## config.mk

```make
export PLATFORM = sky130hd
export DESIGN_NAME = game_fsm
export DESIGN_NICKNAME = d
export VERILOG_FILES = /design/src/rtl/game_fsm_pkg.sv /design/src/rtl/game_fsm.sv
export SDC_FILE = /design/constraint.sdc
export NUM_CORES = 1
export LEC_CHECK = 0
export ABC_AREA = 1
export CAP_MARGIN = 20
export CORE_AREA = 2 2 39 41
export CTS_BUF_LIST = sky130_fd_sc_hd__clkbuf_8
export CTS_CLUSTER_SIZE = 20
export DETAILED_ROUTE_END_ITERATION = 10
export DIE_AREA = 0 0 41 43
export GPL_TIMING_DRIVEN = 0
export HOLD_SLACK_MARGIN = 0.12
export PLACE_DENSITY_LB_ADDON = 0.12
export REMOVE_ABC_BUFFERS = 1
export SLEW_MARGIN = 5
export SYNTH_ARGS = -nofsm -noshare
export SYNTH_HDL_FRONTEND = slang
export SYNTH_SLANG_ARGS = --single-unit
```

## constraint.sdc

```tcl
create_clock -name clk -period 0.94 [get_ports clk]
set_clock_uncertainty 0.05 [all_clocks]
set_input_delay 0.282 -clock clk [delete_from_list [all_inputs] [get_ports clk]]
set_output_delay 0.282 -clock clk [all_outputs]
set_load 0.05 [all_outputs]
```

## src/rtl/game_fsm_pkg.sv

```systemverilog
// State codes for the game-flow controller. Consumers that decode stateGame use these
// constants.
package game_fsm_pkg;

  localparam int unsigned StateWidth = 3;

  localparam logic [StateWidth-1:0] ST_START    = 3'b000;
  localparam logic [StateWidth-1:0] ST_PLAYING  = 3'b001;
  localparam logic [StateWidth-1:0] ST_PAUSE    = 3'b010;
  localparam logic [StateWidth-1:0] ST_RESET    = 3'b011;
  localparam logic [StateWidth-1:0] ST_GAMEOVER = 3'b100;

endpackage

```

## src/rtl/game_fsm.sv

```systemverilog
// Game-flow Moore FSM: START, PLAYING, PAUSE, RESET and GAMEOVER driven by level control
// inputs. The registered state code is the only output.
module game_fsm
  import game_fsm_pkg::*;
(
  input  logic                  clk,
  input  logic                  resetFSM,
  input  logic                  reset,
  input  logic                  startGame,
  input  logic                  pauseGame,
  input  logic                  dead,
  output logic [StateWidth-1:0] stateGame
);

  logic [StateWidth-1:0] state_q, state_d;
  logic                  reset_v, start_v, pause_v, dead_v;

  // Anything other than a clean 1 (X/Z from an undriven button) counts as not asserted.
  assign reset_v = (reset === 1'b1);
  assign start_v = (startGame === 1'b1);
  assign pause_v = (pauseGame === 1'b1);
  assign dead_v  = (dead === 1'b1);

  always_ff @(posedge clk) begin
    if (resetFSM) begin
      state_q <= ST_START;
    end else begin
      state_q <= state_d;
    end
  end

  always_comb begin
    state_d = ST_START;
    case (state_q)
      ST_START: begin
        state_d = start_v ? ST_PLAYING : ST_START;
      end
      ST_PLAYING: begin
        if (dead_v)       state_d = ST_GAMEOVER;
        else if (reset_v) state_d = ST_RESET;
        else if (pause_v) state_d = ST_PAUSE;
        else              state_d = ST_PLAYING;
      end
      ST_PAUSE: begin
        if (reset_v)      state_d = ST_RESET;
        else if (start_v) state_d = ST_PLAYING;
        else              state_d = ST_PAUSE;
      end
      // RESET is shown for exactly one clock so downstream blocks reinitialise.
      ST_RESET: begin
        state_d = ST_START;
      end
      ST_GAMEOVER: begin
        state_d = (reset_v || start_v) ? ST_RESET : ST_GAMEOVER;
      end
      // Illegal codes (e.g. upset flops) recover to START.
      default: begin
        state_d = ST_START;
      end
    endcase
  end

  always_comb begin
    stateGame = state_q;
  end

endmodule

```

; Word-level counts from Yosys, hierarchy flattened
; Index checks and enable logic that the tools add are counted.
[totals]
out_inout_bits = 3
elab_cells = 18
ff_bits = 3
input_bits = 6
[op_classes]
n_reduce_logical = 2
eq_ne = 7
n_mux = 8
[op_table]
columns = cell, n
row1 = 3-bit one-hot mux with 4 select lines, 1
row2 = 2-bit 2-to-1 mux, 4
row3 = 3-bit 2-to-1 mux, 2
row4 = "1-bit === test, second input constant", 4
row5 = "3-bit by 1-bit == test with 1-bit output, second input constant", 1
row6 = "3-bit by 2-bit == test with 1-bit output, second input constant", 1
row7 = "3-bit == test, second input constant", 1
row8 = 3-bit logical NOT, 1
row9 = 1-bit logical OR, 1
row10 = 1-bit 2-to-1 mux, 1

; Longest topological paths before layout
; Gate-level depths: netlist (run 1).
[logic_depth]
word_depth = 5
ltp_mapped = 6
ltp_nobuf = 6

; Worst setup path before layout (run 1)
; No wires, ideal clock.
[synth_path]
kind = reg-to-reg
startpoint = register state_q[0] (netlist: stateGame[0])
endpoint = register state_q[1] (netlist: stateGame[1])
path_stages_with_launch = 7
n_path_buf = 1
t_arrival_ns = 1.121
synth_period_minus_slack_ns = 1.282
setup_slack_ns = -0.342
cell_sequence = dfxtp_1 buf_6 nor2_2 nand3_1 nand2_1 nor2_1 nor2_1
[synth_via]
elab_chain_len = 2
word_cells_on_any_way = 5
[synth_lines]
columns = element, line
row1 = "start, declared", game_fsm.sv:15  ; logic [StateWidth-1:0] state_q, state_d;
row2 = "start signal, assigned", game_fsm.sv:28  ; state_q <= state_d;
row3 = 3-bit == test (tied with other cells), game_fsm.sv:34  ; case (state_q)
row4 = 3-bit one-hot mux with 4 select lines *, game_fsm.sv:34
; Every way passes the cells marked *; elsewhere a longest branch is shown, timed or not.
; A chain may end at the register's enable or synchronous reset.

; Final worst setup path (run 1)
[layout_path]
startpoint = register state_q[0] (netlist: stateGame[0])
endpoint = output port stateGame[0]
[layout_lines]
columns = element, line
row1 = "end, declared", game_fsm.sv:12  ; output logic [StateWidth-1:0] stateGame
; No word-level cell between the ends.

==> metrics.txt, run 1 <==
# TYPE chip_impl_metric gauge
chip_impl_info{name="worst-setup-path-type",value="reg -> out"} 1
chip_impl_metric{name="seq_area_frac_synth",unit=""} 0.282
chip_impl_info{name="reg2reg_to",value="stateGame[1]$_SDFF_PP0_"} 1
chip_impl_info{name="hp-class",value="in -> reg"} 1
chip_impl_metric{name="cp_num_cells",unit=""} 1
chip_impl_metric{name="drtPass1Iterations",unit=""} 2
chip_impl_info{name="clock_tree.root_cell",value="clkbuf_8"} 1
chip_impl_metric{name="setup_tns",unit="ns"} -0.330
chip_impl_metric{name="numPlacedInstances",unit=""} 60
chip_impl_metric{name="hold_violation_total_from_the_final_report",unit=""} 0
chip_impl_metric{name="port_buffers",unit=""} 8
chip_impl_metric{name="synth-seq-cells",unit=""} 3
chip_impl_info{name="worst_reg2reg_startpoint",value="stateGame[1]$_SDFF_PP0_"} 1
chip_impl_metric{name="initial_utilization",unit=""} 0.154
chip_impl_metric{name="ctsHtreeMaxLevel",unit=""} 1
chip_impl_info{name="min_to",value="stateGame[0]$_SDFF_PP0_"} 1
chip_impl_metric{name="worstPathRequired",unit="ns"} 0.61
chip_impl_metric{name="synth_cells",unit=""} 37
chip_impl_metric{name="first_global_vias",unit=""} 289
chip_impl_info{name="final_common_cell",value="nand2_1"} 1
chip_impl_metric{name="routed-via-count",unit=""} 271
chip_impl_metric{name="gr_util_all_layers",unit=""} 0.0893
chip_impl_info{name="cts_tree",value="done"} 1
chip_impl_metric{name="critical-path-max-stage-delay",unit="ns"} 0.35
chip_impl_metric{name="pwr_density_cell",unit="nW/um2"} 1780
chip_impl_metric{name="power.ir.vdd_worst",unit="mV"} 0.738
chip_impl_metric{name="max-clock-path-buffers",unit=""} 2
chip_impl_metric{name="std_cell_rows",unit=""} 14
chip_impl_metric{name="antenna_violating_nets_post_route",unit=""} 0
chip_impl_metric{name="cts_made_buffers",unit=""} 3
chip_impl_metric{name="syn_to_final_growth",unit="%"} 102
chip_impl_metric{name="timing_max_transition_violations_final",unit=""} 0
chip_impl_metric{name="yosysWarnings",unit=""} 0
chip_impl_metric{name="critical_path_peak_fanout",unit=""} 2
chip_impl_metric{name="finalSetupViolations",unit=""} 5
chip_impl_info{name="critical-path-slowest-cell",value="dfxtp_4"} 1
chip_impl_metric{name="drt_drc_violations_left",unit=""} 0
chip_impl_metric{name="finish.instance_area",unit="um2"} 429
chip_impl_metric{name="timing.critical_path.buf_inv",unit=""} 1
chip_impl_metric{name="cap_violations",unit=""} 0
chip_impl_metric{name="largest_register_ff_count",unit=""} 3
chip_impl_metric{name="clock_latency_at_the_later_pin_of_the_worst_skew_pair",unit="ns"} 0.21
chip_impl_metric{name="fillers",unit=""} 146
chip_impl_metric{name="setup_slack",unit="ns"} -0.0981
chip_impl_info{name="layout_common_cells",value="10 x nand2_1, 5 x nor2_1, 4 x buf_8"} 1
chip_impl_metric{name="layout-drive-gt1-share",unit=""} 0.373
chip_impl_metric{name="place_congestion",unit=""} 0.697
chip_impl_metric{name="avgSynthCellArea",unit="um2"} 5.75
chip_impl_metric{name="rr_worst_depth",unit=""} 7
chip_impl_metric{name="cp_data_arrival_time",unit="ns"} 0.71
chip_impl_metric{name="clock_sinks",unit=""} 3
chip_impl_metric{name="instances_no_fill",unit=""} 67
chip_impl_metric{name="num_antenna_cells",unit=""} 0
chip_impl_metric{name="worstMarginPinSlew",unit="ns"} 0.107
chip_impl_metric{name="detailed_place_hpwl",unit="um"} 397
chip_impl_metric{name="final_core_utilization",unit=""} 0.310
chip_impl_metric{name="relSlewSlack",unit=""} 0.928
chip_impl_info{name="setup.worst_path.start_class",value="flip-flop"} 1
chip_impl_info{name="critPathCaptureType",value="output port"} 1
chip_impl_metric{name="hold-worst-slack",unit="ns"} 0.429
chip_impl_metric{name="wire_length_of_the_first_global_routing_pass",unit="mm"} 1.01
chip_impl_metric{name="area_of_placed_instances",unit="um2"} 302
chip_impl_metric{name="timing.final.crit_share",unit=""} 1.10
chip_impl_metric{name="die_h",unit="um"} 43
chip_impl_metric{name="hold_depth",unit=""} 6
chip_impl_info{name="grt_setup_unrepaired",value="yes"} 1
chip_impl_metric{name="finalWorstPathRequiredPeriod",unit="ns"} 1.04
chip_impl_metric{name="reg2reg_setup_slack",unit="ns"} -0.04
chip_impl_metric{name="pre_cts_ws",unit="ns"} -0.744
chip_impl_metric{name="die-width",unit="um"} 41
chip_impl_metric{name="mappedNetlistArea",unit="um2"} 213
chip_impl_metric{name="clock.fmax",unit="MHz"} 963
chip_impl_metric{name="seqCellArea",unit="um2"} 71.3
chip_impl_metric{name="routedWlPerCell",unit="um"} 8.96
chip_impl_metric{name="multi_input_comb_area",unit="um2"} 131
chip_impl_metric{name="drtIter0Drc",unit=""} 2
chip_impl_metric{name="antenna_found_initial",unit=""} 0
chip_impl_metric{name="die_area",unit="um2"} 1760
chip_impl_metric{name="p_leak",unit="nW"} 0.211
chip_impl_info{name="critical_path.top_delay_family",value="flip-flops"} 1
chip_impl_metric{name="maximum_number_of_pins_on_one_net_before_global_route_repair",unit=""} 9
chip_impl_info{name="failing_checks",value="setup timing"} 1
chip_impl_metric{name="synthDistinctLibCells",unit=""} 12
chip_impl_metric{name="design.portCount",unit=""} 9
chip_impl_metric{name="power",unit="uW"} 766
chip_impl_metric{name="finalNetCount",unit=""} 58
chip_impl_metric{name="cts.clk_slew.worst_paths",unit="ns"} 0.03
chip_impl_info{name="hold_start",value="pauseGame"} 1
chip_impl_metric{name="routed_wl",unit="um"} 600
chip_impl_metric{name="vias_per_cell",unit=""} 4.04
chip_impl_metric{name="global_route.overflow_total",unit=""} 0
chip_impl_info{name="critical_path.cell_chain",value="buf_8"} 1
chip_impl_metric{name="hold_buffers",unit=""} 0
chip_impl_metric{name="placeableCoreArea",unit="um2"} 1380
chip_impl_info{name="status",value="finished, violations left"} 1
## power breakdown
group	internal (mW)	switching (mW)	total, mW	leakage, nW
clock network	0.277	0.0754	0.352	0.0269
logic	0.117	0.138	0.254	0.158
registers	0.143	0.0155	0.159	0.0267
total	0.537	0.229	0.766	0.211
## layer usage
metal,part of all wire,track usage
met5,0,0
met4,0,0.0600
met1,0.38,0.0801
met3,0.045,0.0471
met2,0.58,0.144
## cells by family (layout without fill, tap and decap cells)
kind of cell    after synthesis  in the layout  synth area share
flops                         3              3             0.282
buf+inv                       7             21             0.159
simple gates                 23             23             0.465
compound gates                4              4            0.0941
## layout make-up
cell class                 count  area share
clock buffer                   3      0.0962
clock inverter                 1     0.00875
inverter                       6      0.0700
multi-input combinational     27       0.306
sequential                     3       0.166
tap                           16      0.0466
timing repair buffer          11       0.306
## worst max-delay path by stage
stage | endpoint | start
global placement | stateGame[0] | stateGame[0]$_SDFF_PP0_
CTS | stateGame[1] | stateGame[1]$_SDFF_PP0_
global route | stateGame[0] | stateGame[0]$_SDFF_PP0_
detailed placement | stateGame[0] | stateGame[0]$_SDFF_PP0_
floorplan | stateGame[1]$_SDFF_PP0_ | stateGame[0]$_SDFF_PP0_
finish | stateGame[0] | stateGame[0]$_SDFF_PP0_
## synthesized netlist by cell type
master,count,area (um2)
inv_2,3,11.3
nand2_1,10,37.5
nand4_1,2,12.5
nor2_2,1,6.26
dfxtp_1,3,60.1
nor2_1,6,22.5
nand3_1,4,20.0
o21ai_1,1,5.00
o21ai_0,1,5.00
inv_1,3,11.3
a21oi_1,2,10.0
buf_6,1,11.3
## timing repair
action / 4_1_cts / 5_1_grt
endpoints found under the setup margin: 6 / 6
resized for setup: 37 / 9
buffers inserted: 3 / 0
pin swaps: 1 / 5
Note: power is estimated with default switching activity, not from simulation.
==> inputs of run 2 (changes only) <==
--- a/config.mk
+++ b/config.mk
@@ -7,6 +7,8 @@
 export LEC_CHECK = 0
 export ABC_AREA = 1
 export CAP_MARGIN = 20
+export CELL_PAD_IN_SITES_DETAIL_PLACEMENT = 0
+export CELL_PAD_IN_SITES_GLOBAL_PLACEMENT = 2
 export CORE_AREA = 2 2 39 41
 export CTS_BUF_LIST = sky130_fd_sc_hd__clkbuf_8
 export CTS_CLUSTER_SIZE = 20
==> metrics.txt, run 2 (synthesis gave the netlist of run 1 again) <==
# TYPE chip_impl_metric gauge
chip_impl_metric{name="finalWorstPathRequiredPeriod",unit="ns"} 1.05
chip_impl_info{name="hp-class",value="in -> reg"} 1
chip_impl_metric{name="rr_worst_depth",unit=""} 6
chip_impl_metric{name="p_sw",unit="uW"} 245
chip_impl_metric{name="wire_length_of_the_first_global_routing_pass",unit="mm"} 1.00
chip_impl_metric{name="power.share.combinational",unit=""} 0.308
chip_impl_info{name="clock_tree.root_cell",value="clkbuf_8"} 1
chip_impl_metric{name="hold_violation_total_from_the_final_report",unit=""} 0
chip_impl_metric{name="area_of_placed_instances",unit="um2"} 302
chip_impl_metric{name="gr_util_all_layers",unit=""} 0.0912
chip_impl_info{name="worst-setup-path-type",value="reg -> out"} 1
chip_impl_metric{name="finish.instance_area",unit="um2"} 408
chip_impl_metric{name="clock.fmax",unit="MHz"} 950
chip_impl_metric{name="timing.final.crit_share",unit=""} 1.12
chip_impl_metric{name="seq_power_share",unit=""} 0.206
chip_impl_metric{name="routed-via-count",unit=""} 278
chip_impl_metric{name="sw_frac_of_total",unit=""} 0.316
chip_impl_metric{name="cap_violations",unit=""} 0
chip_impl_info{name="setup.worst_path.start_class",value="flip-flop"} 1
chip_impl_metric{name="p_leak",unit="nW"} 0.196
chip_impl_info{name="critical-path-slowest-cell",value="dfxtp_4"} 1
chip_impl_metric{name="finalSetupViolations",unit=""} 5
chip_impl_metric{name="fillers",unit=""} 161
chip_impl_info{name="critical_path.cell_chain",value="buf_8"} 1
chip_impl_metric{name="relSlewSlack",unit=""} 0.918
chip_impl_metric{name="instances_no_fill",unit=""} 67
chip_impl_metric{name="internal_dissipation",unit="uW"} 529
chip_impl_metric{name="critical-path-max-stage-delay",unit="ns"} 0.36
chip_impl_metric{name="clock_latency_at_the_later_pin_of_the_worst_skew_pair",unit="ns"} 0.22
chip_impl_metric{name="power.ir.vdd_worst",unit="mV"} 0.823
chip_impl_metric{name="worstMarginPinSlew",unit="ns"} 0.122
chip_impl_metric{name="setup_slack",unit="ns"} -0.112
chip_impl_info{name="failing_checks",value="setup timing"} 1
chip_impl_metric{name="finalNetCount",unit=""} 58
chip_impl_metric{name="critical_path_peak_fanout",unit=""} 3
chip_impl_info{name="cts_tree",value="done"} 1
chip_impl_info{name="layout_common_cells",value="10 x nand2_1, 5 x nor2_1, 4 x nand3_1"} 1
chip_impl_metric{name="cts_made_buffers",unit=""} 3
chip_impl_info{name="critical_path.top_delay_family",value="flip-flops"} 1
chip_impl_metric{name="detailed_place_hpwl",unit="um"} 443
chip_impl_metric{name="worstPathRequired",unit="ns"} 0.61
chip_impl_metric{name="die_h",unit="um"} 43
chip_impl_metric{name="cp_data_arrival_time",unit="ns"} 0.72
chip_impl_metric{name="drtPass1Iterations",unit=""} 3
chip_impl_info{name="reg2reg_to",value="stateGame[1]$_SDFF_PP0_"} 1
chip_impl_metric{name="max-clock-path-buffers",unit=""} 2
chip_impl_metric{name="routed_wl",unit="um"} 649
chip_impl_metric{name="pwr_density_cell",unit="nW/um2"} 1900
chip_impl_info{name="grt_setup_unrepaired",value="yes"} 1
chip_impl_metric{name="maximum_number_of_pins_on_one_net_before_global_route_repair",unit=""} 9
chip_impl_metric{name="die_area",unit="um2"} 1760
chip_impl_metric{name="design.portCount",unit=""} 9
chip_impl_metric{name="antenna_violating_nets_post_route",unit=""} 0
chip_impl_metric{name="port_buffers",unit=""} 8
chip_impl_metric{name="first_global_vias",unit=""} 255
chip_impl_info{name="status",value="finished, violations left"} 1
chip_impl_metric{name="placeableCoreArea",unit="um2"} 1380
chip_impl_metric{name="initial_utilization",unit=""} 0.154
chip_impl_info{name="final_common_cell",value="nand2_1"} 1
chip_impl_metric{name="timing_max_transition_violations_final",unit=""} 0
chip_impl_metric{name="ctsHtreeMaxLevel",unit=""} 1
chip_impl_metric{name="largest_register_ff_count",unit=""} 3
chip_impl_metric{name="num_antenna_cells",unit=""} 0
chip_impl_metric{name="routedWlPerCell",unit="um"} 9.69
chip_impl_info{name="worst_reg2reg_startpoint",value="stateGame[0]$_SDFF_PP0_"} 1
chip_impl_metric{name="syn_to_final_growth",unit="%"} 91.8
chip_impl_metric{name="drt_drc_violations_left",unit=""} 0
chip_impl_metric{name="std_cell_rows",unit=""} 14
chip_impl_metric{name="hold_depth",unit=""} 3
chip_impl_metric{name="antenna_found_initial",unit=""} 0
chip_impl_info{name="hold_start",value="dead"} 1
chip_impl_metric{name="cts.clk_slew.worst_paths",unit="ns"} 0.03
chip_impl_metric{name="global_route.overflow_total",unit=""} 0
chip_impl_metric{name="vias_per_cell",unit=""} 4.15
chip_impl_metric{name="cp_num_cells",unit=""} 1
chip_impl_info{name="min_to",value="stateGame[2]$_SDFF_PP0_"} 1
chip_impl_metric{name="clock_sinks",unit=""} 3
chip_impl_metric{name="reg2reg_setup_slack",unit="ns"} -0.05
chip_impl_metric{name="timing.critical_path.buf_inv",unit=""} 1
chip_impl_info{name="critPathCaptureType",value="output port"} 1
chip_impl_metric{name="share_clk_of_total_power",unit=""} 0.485
chip_impl_metric{name="layout-drive-gt1-share",unit=""} 0.373
chip_impl_metric{name="numPlacedInstances",unit=""} 60
chip_impl_metric{name="place_congestion",unit=""} 0.703
chip_impl_metric{name="die-width",unit="um"} 41
chip_impl_metric{name="drtIter0Drc",unit=""} 1
run 2: worst max-delay path by stage:
stage / from / to
after detailed placement: stateGame[0]$_SDFF_PP0_ / stateGame[0]
final: stateGame[2]$_SDFF_PP0_ / stateGame[2]
after floorplan: stateGame[0]$_SDFF_PP0_ / stateGame[1]$_SDFF_PP0_
after CTS: stateGame[2]$_SDFF_PP0_ / stateGame[2]
after global placement: stateGame[0]$_SDFF_PP0_ / stateGame[0]
after global routing: stateGame[2]$_SDFF_PP0_ / stateGame[2]
run 2: power by group through the flow:
| stage | Clock (mW) | Sequential, mW | Combinational (mW) |
|---|---|---|---|
| 6_report | 0.376 | 0.160 | 0.239 |
| 2_1_floorplan | 0 | 0.212 | 0.0663 |
| 3_5_place_dp | 0 | 0.172 | 0.174 |
| 3_3_place_gp | 0 | 0.172 | 0.175 |
| 5_1_grt | 0.389 | 0.162 | 0.259 |
| 4_1_cts | 0.391 | 0.161 | 0.232 |
run 2: per-layer routing:
metal / global-route usage / vias up / share of wire
met5: 0 / - / 0
met4: 0.100 / 0 / 0.042
met3: 0.0157 / 2 / 0.060
met2: 0.134 / 8 / 0.50
met1: 0.0958 / 122 / 0.39
li1: - / 146 / -
run 2: per-stage QoR:
| step | power [mW] | setup WS (ns) | util | setup TNS, ns | hold WS, ns |
|---|---|---|---|---|---|
| 6_report | 0.774 | -0.112 | 0.295 | -0.408 | 0.438 |
| 5_1_grt | 0.809 | -0.129 | 0.295 | -0.667 | 0.463 |
| 4_1_cts | 0.784 | -0.120 | 0.290 | -0.447 | 0.441 |
| 3_5_place_dp | 0.346 | -0.761 | 0.218 | -3.00 | 0.505 |
| 3_3_place_gp | 0.346 | -0.770 | 0.218 | -3.02 | 0.503 |
| 2_1_floorplan | 0.278 | -0.322 | - | -1.06 | 0.301 |
run 2: what timing repair did:
item / in CTS / in global routing
hold buffers: 0 / 0
buffers inserted: 3 / 0
resized for setup: 37 / 3
endpoints found under the setup margin: 6 / 6
pin swaps: 1 / 2
run 2: final cells by class:
type | instances | area [um2] | share of cell area
multi-input combinational | 27 | 125 | 0.307
tap | 16 | 20.0 | 0.0491
sequential | 3 | 71.3 | 0.175
clock inverter | 1 | 3.75 | 0.00920
inverter | 6 | 25.0 | 0.0613
timing repair buffer | 11 | 121 | 0.298
clock buffer | 3 | 41.3 | 0.101
